`src/rtl/gcd_lcm_pkg.sv`:
```
// Shared definitions for the GCD/LCM coprocessor unit and the decoder that launches it.
package gcd_lcm_pkg;

  typedef enum logic [2:0] {
    IDLE,
    GCD,
    DIV,
    MUL,
    DONE
  } gcd_state_t;

  localparam logic OP_GCD = 1'b0;
  localparam logic OP_LCM = 1'b1;

  localparam logic [6:0] OPC_GCD = 7'b0000000;
  localparam logic [6:0] OPC_LCM = 7'b0000001;

endpackage

```
`src/rtl/gcd_lcm_divmul.sv`:
```
// Iterative WIDTH-cycle divider / multiplier sharing one {hi,lo} shift register
// and one adder/subtractor. A divide is started with go & !mul. Asserting
// go & mul while the divide finishes chains a multiply onto the fresh quotient,
// which stays in lo and becomes the multiplier, with no idle cycle in between.
module gcd_lcm_divmul
  import gcd_lcm_pkg::*;
#(
  parameter int WIDTH = 32
) (
  input  logic                 clk,
  input  logic                 reset_n,
  input  logic                 go,
  input  logic                 mul,
  input  logic [WIDTH-1:0]     x,
  input  logic [WIDTH-1:0]     y,
  output logic                 fin,
  output logic [2*WIDTH-1:0]   acc_next
);

  localparam int CW = $clog2(WIDTH);
  localparam logic [CW-1:0] LAST = CW'(WIDTH - 1);

  logic [WIDTH-1:0] hi;
  logic [WIDTH-1:0] lo;
  logic [WIDTH-1:0] opnd;
  logic             mode_mul;
  logic             active;
  logic [CW-1:0]    cnt;
  logic [WIDTH+1:0] add_x;
  logic [WIDTH+1:0] add_y;
  logic [WIDTH+1:0] sum;
  logic [WIDTH-1:0] hi_step;
  logic [WIDTH-1:0] lo_step;

  // One restoring-divide or shift-add step through the shared adder/subtractor.
  always_comb begin
    add_x = mode_mul ? {2'b00, hi} : {1'b0, hi, lo[WIDTH-1]};
    add_y = mode_mul ? {2'b00, opnd} : ~{2'b00, opnd};
    sum   = add_x + add_y + {{(WIDTH+1){1'b0}}, ~mode_mul};
    if (mode_mul) begin
      if (lo[0]) begin
        {hi_step, lo_step} = {sum[WIDTH:0], lo[WIDTH-1:1]};
      end else begin
        {hi_step, lo_step} = {1'b0, hi, lo[WIDTH-1:1]};
      end
    end else if (!sum[WIDTH+1]) begin
      {hi_step, lo_step} = {sum[WIDTH-1:0], lo[WIDTH-2:0], 1'b1};
    end else begin
      {hi_step, lo_step} = {hi[WIDTH-2:0], lo, 1'b0};
    end
    fin      = active && (cnt == LAST);
    acc_next = {hi_step, lo_step};
  end

  // Operand load, divide-to-multiply chaining and per-cycle stepping.
  always_ff @(posedge clk) begin
    if (!reset_n) begin
      hi       <= '0;
      lo       <= '0;
      opnd     <= '0;
      mode_mul <= 1'b0;
      active   <= 1'b0;
      cnt      <= '0;
    end else if (go && !mul) begin
      hi       <= '0;
      lo       <= x;
      opnd     <= y;
      mode_mul <= 1'b0;
      active   <= 1'b1;
      cnt      <= '0;
    end else if (go && mul) begin
      hi       <= '0;
      lo       <= active ? lo_step : lo;
      opnd     <= y;
      mode_mul <= 1'b1;
      active   <= 1'b1;
      cnt      <= '0;
    end else if (active) begin
      hi  <= hi_step;
      lo  <= lo_step;
      cnt <= cnt + CW'(1);
      if (fin) begin
        active <= 1'b0;
      end
    end
  end

endmodule

```
`src/rtl/gcd_lcm_unit.sv`:
```
// Multi-cycle GCD/LCM execution unit: Stein GCD here, then for lcm a divide
// a/g and multiply (a/g)*b in the shared divmul datapath. busy stalls the pipe.
module gcd_lcm_unit
  import gcd_lcm_pkg::*;
#(
  parameter int WIDTH = 32
) (
  input  logic             clk,
  input  logic             reset_n,
  input  logic             start,
  input  logic             op,
  input  logic [WIDTH-1:0] a,
  input  logic [WIDTH-1:0] b,
  output logic             busy,
  output logic             done,
  output logic [WIDTH-1:0] result,
  output logic             ovf
);

  localparam int KW = $clog2(WIDTH);

  gcd_state_t state;
  gcd_state_t state_next;

  logic [WIDTH-1:0]   a_r;
  logic [WIDTH-1:0]   b_r;
  logic               op_r;
  logic [WIDTH-1:0]   u;
  logic [WIDTH-1:0]   v;
  logic [KW-1:0]      k;
  logic [WIDTH-1:0]   g;
  logic               match;
  logic               go;
  logic               mul;
  logic [WIDTH-1:0]   dm_y;
  logic               fin;
  logic [2*WIDTH-1:0] acc_next;
  logic               load_zero;
  logic               load_gcd;
  logic               load_prod;

  gcd_lcm_divmul #(
    .WIDTH(WIDTH)
  ) u_divmul (
    .clk      (clk),
    .reset_n  (reset_n),
    .go       (go),
    .mul      (mul),
    .x        (a_r),
    .y        (dm_y),
    .fin      (fin),
    .acc_next (acc_next)
  );

  // Next-state decode plus divmul handshake and result-load strobes.
  always_comb begin
    state_next = state;
    go         = 1'b0;
    mul        = 1'b0;
    dm_y       = b_r;
    load_zero  = 1'b0;
    load_gcd   = 1'b0;
    load_prod  = 1'b0;
    busy       = (state != IDLE);
    done       = (state == DONE);
    g          = u << k;
    match      = u[0] && v[0] && (u == v);
    unique case (state)
      IDLE: begin
        if (start) begin
          if (a == '0 || b == '0) begin
            state_next = DONE;
            load_zero  = 1'b1;
          end else begin
            state_next = GCD;
          end
        end
      end
      GCD: begin
        if (match) begin
          if (op_r == OP_LCM) begin
            state_next = DIV;
            go         = 1'b1;
            dm_y       = g;
          end else begin
            state_next = DONE;
            load_gcd   = 1'b1;
          end
        end
      end
      DIV: begin
        if (fin) begin
          state_next = MUL;
          go         = 1'b1;
          mul        = 1'b1;
        end
      end
      MUL: begin
        if (fin) begin
          state_next = DONE;
          load_prod  = 1'b1;
        end
      end
      DONE: begin
        state_next = IDLE;
      end
      default: begin
        state_next = IDLE;
      end
    endcase
  end

  // State register; reset drops any operation in flight back to IDLE.
  always_ff @(posedge clk) begin
    if (!reset_n) begin
      state <= IDLE;
    end else begin
      state <= state_next;
    end
  end

  // Operand latch at launch and one binary-GCD reduction step per GCD cycle.
  always_ff @(posedge clk) begin
    if (!reset_n) begin
      a_r  <= '0;
      b_r  <= '0;
      op_r <= OP_GCD;
      u    <= '0;
      v    <= '0;
      k    <= '0;
    end else if (state == IDLE) begin
      if (start) begin
        a_r  <= a;
        b_r  <= b;
        op_r <= op;
        u    <= a;
        v    <= b;
        k    <= '0;
      end
    end else if (state == GCD) begin
      if (!u[0] && !v[0]) begin
        u <= u >> 1;
        v <= v >> 1;
        k <= k + KW'(1);
      end else if (!u[0]) begin
        u <= u >> 1;
      end else if (!v[0]) begin
        v <= v >> 1;
      end else if (u > v) begin
        u <= (u - v) >> 1;
      end else if (v > u) begin
        v <= (v - u) >> 1;
      end
    end
  end

  // Result and overflow flag, written only on the edge that enters DONE.
  always_ff @(posedge clk) begin
    if (!reset_n) begin
      result <= '0;
      ovf    <= 1'b0;
    end else if (load_zero) begin
      result <= (op == OP_LCM) ? '0 : (a | b);
      ovf    <= 1'b0;
    end else if (load_gcd) begin
      result <= g;
      ovf    <= 1'b0;
    end else if (load_prod) begin
      result <= acc_next[WIDTH-1:0];
      ovf    <= |acc_next[2*WIDTH-1:WIDTH];
    end
  end

endmodule

```
`config.mk`:
```
export PLATFORM = sky130hd
export DESIGN_NAME = gcd_lcm_unit
export DESIGN_NICKNAME = d
export VERILOG_FILES = /design/src/rtl/gcd_lcm_pkg.sv /design/src/rtl/gcd_lcm_divmul.sv /design/src/rtl/gcd_lcm_unit.sv
export SDC_FILE = /design/constraint.sdc
export NUM_CORES = 1
export LEC_CHECK = 0
export ABC_AREA = 1
export BUFFER_PORTS_ARGS = -buffer_cell sky130_fd_sc_hd__clkbuf_2
export CORE_MARGIN = 2
export CORE_UTILIZATION = 50
export CTS_BUF_LIST = sky130_fd_sc_hd__clkbuf_16
export DETAILED_ROUTE_END_ITERATION = 12
export PLACE_DENSITY_LB_ADDON = 0.3
export SLEW_MARGIN = 20
export SYNTH_ARGS = -nofsm -noshare
export SYNTH_HDL_FRONTEND = slang
export SYNTH_SLANG_ARGS = --single-unit
```
`constraint.sdc`:
```
create_clock -name clk -period 4.16 [get_ports clk]
set_clock_uncertainty 0.05 [all_clocks]
set_input_delay 0.832 -clock clk [delete_from_list [all_inputs] [get_ports clk]]
set_output_delay 0.832 -clock clk [all_outputs]
set_load 0.03 [all_outputs]
```
==> metrics.md <==
| Metric | Value |
|---|---|
| Status | complete, no violations |
| CP Capture Point | u[29]$_SDFFE_PN0P_ |
| CTS tree | done |
| Slew headroom | a little under two fifths |
| Slowest CP cell | fa_1 |
| H-tree levels | 1 |
| Number of antenna violations at the first check in global routing | 0 |
| DRC viols | 0 |
| DRT iter0 DRCs | 2,455 |
| Area Overhead vs Synth | 7.63% |
| Syn_area_per_cell | between 6 and 7 µm² |
| Clock Sink Count | around 270 |
| Critical Path, Cell by Cell | inv_1, ha_1, fa_1, o21ai_2, a21oi_2, o21ai_2, nand2_1, nand2_2, nand4_1, buf_4, o22ai_1, nand2_1, a21oi_1 |
| Dpl ws | around 0.33 ns |
| Max Fanout on Critical Path | 11 |
| Total CTS buffers | 30 |
| Cell taking the most area after synthesis | dfxtp_1 |
| Vias in the first global route | 22,453 |
| Post-CTS setup buffers | 0 |
| Critical R2R Launch | u[0]$_SDFFE_PN0P_ |
| GRT overflow | 0 |
| Number of cell rows | 77 |
| Share of cells above drive strength 1 | 7.75% |
| Synth Cell Area | about 22,000 µm² |
| CP Data Arrival Time | around 4.3 ns |
| Logic pwr share | 44.9% |
| Final hold vios | 0 |
| Clk slew on worst S/H paths | 0.07 ns |
| Worst skew pair latency | between 0.5 and 0.6 ns |
| Power Density | 428 nW/µm² |
| Design Power | 10.3 mW |
| Core area | 44,100 µm² |
| WL per Instance | approximately 19 µm |
| Final worst setup slack | between 0.3 and 0.4 ns |
| Synth warnings | 0 |
| DR pass1 iterations | 6 |
| Clock tree buffer depth | 3 |
| Pins over their slew limit | 0 |
| Synth Flop Type | dfxtp_1 |
| Final estimated routing congestion in global placement | 1.01 |
| Setup violations, final | 0 |
| Cell Int Power | approximately 5.7 mW |
| Slew of the pin with the lowest slew margin | 0.946 ns |
| Final #Nets | 3,828 |
| Vias post-DR | 24,636 |
| Full die area | 46,300 µm² |
| I/O pin total | 103 |
| Count leader, synth | nand2_1 |
| Startpoint types | register |
| Worst setup EP type | register |
| FF/Latch Area | ~5500 µm² |
| FFs w/ async S/R, synth | 0% |
| Unrepaired setup endpoints after global routing | no |
| Finished Layout Cells | 4,269 |
| Die Ht | 215 µm |
| Total GRT Usage | 34.5% |
| DP Cell Count | 4,216 |
| R2r setup slk | 0.31 ns |
| Largest stage delay, worst path | 0.52 ns |
| Number of vias per cell | between 5 and 6 |
| Post-Syn Nets | 3,842 |
| Reg2Reg Depth | 13 |
| Fmax | 259 MHz |
| Critical path origin | u[0]$_SDFFE_PN0P_ |
| Net Sw Power | 4.59 mW |
| Largest net degree at the start of global routing | 92 |
| MaxCap Viol Count | 0 |
| Netlist cell types | 57 |
| Flops & latches, synth | 273 |
| Post-Synthesis Cells | 3,670 |
| First-pass GRT wire length | 127 mm |
| # fillers | approximately 4,600 |
| Sequential power share | 29.2% |
| Lkg Pwr | 11.5 nW |
| Hold Slack | between 0.4 and 0.5 ns |
| Starting Density | 50.6% |
| Switching part of the total | 44.7% |
| Fin crit share | slightly above 90% |
| Clock network power share | between 20% and 30% |
| Reg2Reg Capture Point | u[29]$_SDFFE_PN0P_ |
| Synth top cells by count | 905 x nand2_1, 456 x inv_1, 453 x o21ai_0, 316 x nor2_1, 284 x a21oi_1 |
| Post-synth top area share | 24.5% |
| Final HPWL DP | 63.7 mm |
| Total negative slack | 0 ns |
| Sequential area share after synthesis | 24.5% |
| CTS Root Cell | clkbuf_16 |
| Post-route ant nets | 0 |
| Die width | 215 µm |
| # hold bufs at CTS | 0 |
| Tmin final | 3.85 ns |
| Post-synth EDFFs | 0 |
| Max rail drop VDD | about 0.35 mV |
| Dominant cells by area after synthesis | dfxtp_1 24%, nand2_1 15%, o21ai_0 10% |
| Type of the worst min-delay path | register to register |
| Worst setup path class | register to register |
| # port buffers | 102 |
| Critical Path RT | 4.61 ns |
| Inserted Diodes | 0 |
| Area of the multi-input gates | 14,100 µm² |
| WL final | 82.9 mm |
==> cell families after synthesis <==
| kind of cell | share of synthesized area [%] |
|---|---|
| muxes | 0.852 |
| AOI/OAI and AO/OA | 24.8 |
| and+or+nand+nor | 28.0 |
| DFF | 24.5 |
| adders and majority gates | 5.93 |
| xor gates and xnor gates | 3.49 |
| buffers and inverters | 12.4 |
==> metrics by stage <==
stage	util, %	area, µm²
2_1_floorplan	-	22300
3_3_place_gp	52.2	23000
3_5_place_dp	52.2	23000
4_1_cts	54.4	24000
5_1_grt	54.4	24000
6_report	54.4	24000
==> worst min path at each step <==
stage | endpoint | cells past startpoint | slack [ns] | from
finish | a_r[1]$_SDFFE_PN0P_ | 2 | 0.40 | a_r[1]$_SDFFE_PN0P_
global route | a_r[1]$_SDFFE_PN0P_ | 2 | 0.42 | a_r[1]$_SDFFE_PN0P_
CTS | a_r[1]$_SDFFE_PN0P_ | 2 | 0.41 | a_r[1]$_SDFFE_PN0P_
detailed placement | a_r[1]$_SDFFE_PN0P_ | 2 | 0.40 | a_r[1]$_SDFFE_PN0P_
global placement | a_r[1]$_SDFFE_PN0P_ | 2 | 0.39 | a_r[1]$_SDFFE_PN0P_
floorplan | a_r[22]$_SDFFE_PN0P_ | 2 | 0.37 | a_r[22]$_SDFFE_PN0P_
==> timing repair <==
action	in CTS	in global routing
endpoints found under the hold margin	0	0
setup endpoints to repair	0	1
resized for setup	0	3
==> critical path: cells and delay by family, from the launching register on <==
| family | cells | cell delay, ns |
|---|---|---|
| AOI/OAI and AO/OA | 5 | 1.01 |
| adders and majority gates | 2 | 0.85 |
| buffers and inverters | 2 | 0.64 |
| DFF | 1 | 0.48 |
| and+or+nand+nor | 4 | 0.73 |
==> sequential cells by signal (all words and copies together), names as in the netlist, 32 cells and up <==
| name | flops |
|---|---|
| result | 32 |
| a_r | 32 |
| u_divmul.hi | 32 |
| u | 32 |
| b_r | 32 |
| v | 32 |
| u_divmul.lo | 32 |
| u_divmul.opnd | 32 |
==> cell usage in the layout (no fill, tap or decap), types with 27 or more instances in the layout <==
cell | Yosys | routed
o21ai_1 | 62 | 62
o211ai_1 | 37 | 37
nor3_1 | 30 | 30
clkbuf_2 | 3 | 101
o22ai_1 | 42 | 42
ha_1 | 101 | 101
buf_4 | 21 | 56
o21ai_0 | 453 | 453
nand3_1 | 141 | 141
xor2_1 | 27 | 27
a21oi_1 | 284 | 284
inv_1 | 456 | 461
xnor2_1 | 62 | 62
nand2_1 | 905 | 904
nor2_1 | 316 | 313
dfxtp_1 | 273 | 271
clkbuf_16 | 0 | 30
a31oi_1 | 30 | 30
==> layer usage <==
metal  track usage [%]  routed length (µm)  up-vias  share of wire, %
met3              4.23                6680      260               8.1
met4              18.5                5020        0               6.1
met2              57.0               37500     1224                45
met5                 0                   0        -                 0
met1              44.0               33700    11137                41
li1                  -                   -    12015                 -
==> power by group through the flow <==
stage / Clock (mW) / Sequential, mW / Combinational [mW]
after detailed placement: 0 / 3.05 / 4.43
after CTS: 2.68 / 2.99 / 4.45
after global placement: 0 / 3.04 / 4.45
final: 2.66 / 3.00 / 4.61
after global routing: 2.78 / 3.02 / 4.97
after floorplan: 0 / 2.97 / 3.13
==> final cells by class <==
cell class	count	area share, %
Multi-Input combinational cell	2719	58.7
Sequential cell	273	22.8
Timing Repair Buffer	159	4.05
Clock inverter	23	0.839
Tap cell	592	3.08
Clock buffer	30	3.13
Inverter	473	7.41
(Power assumes the default switching activity.)
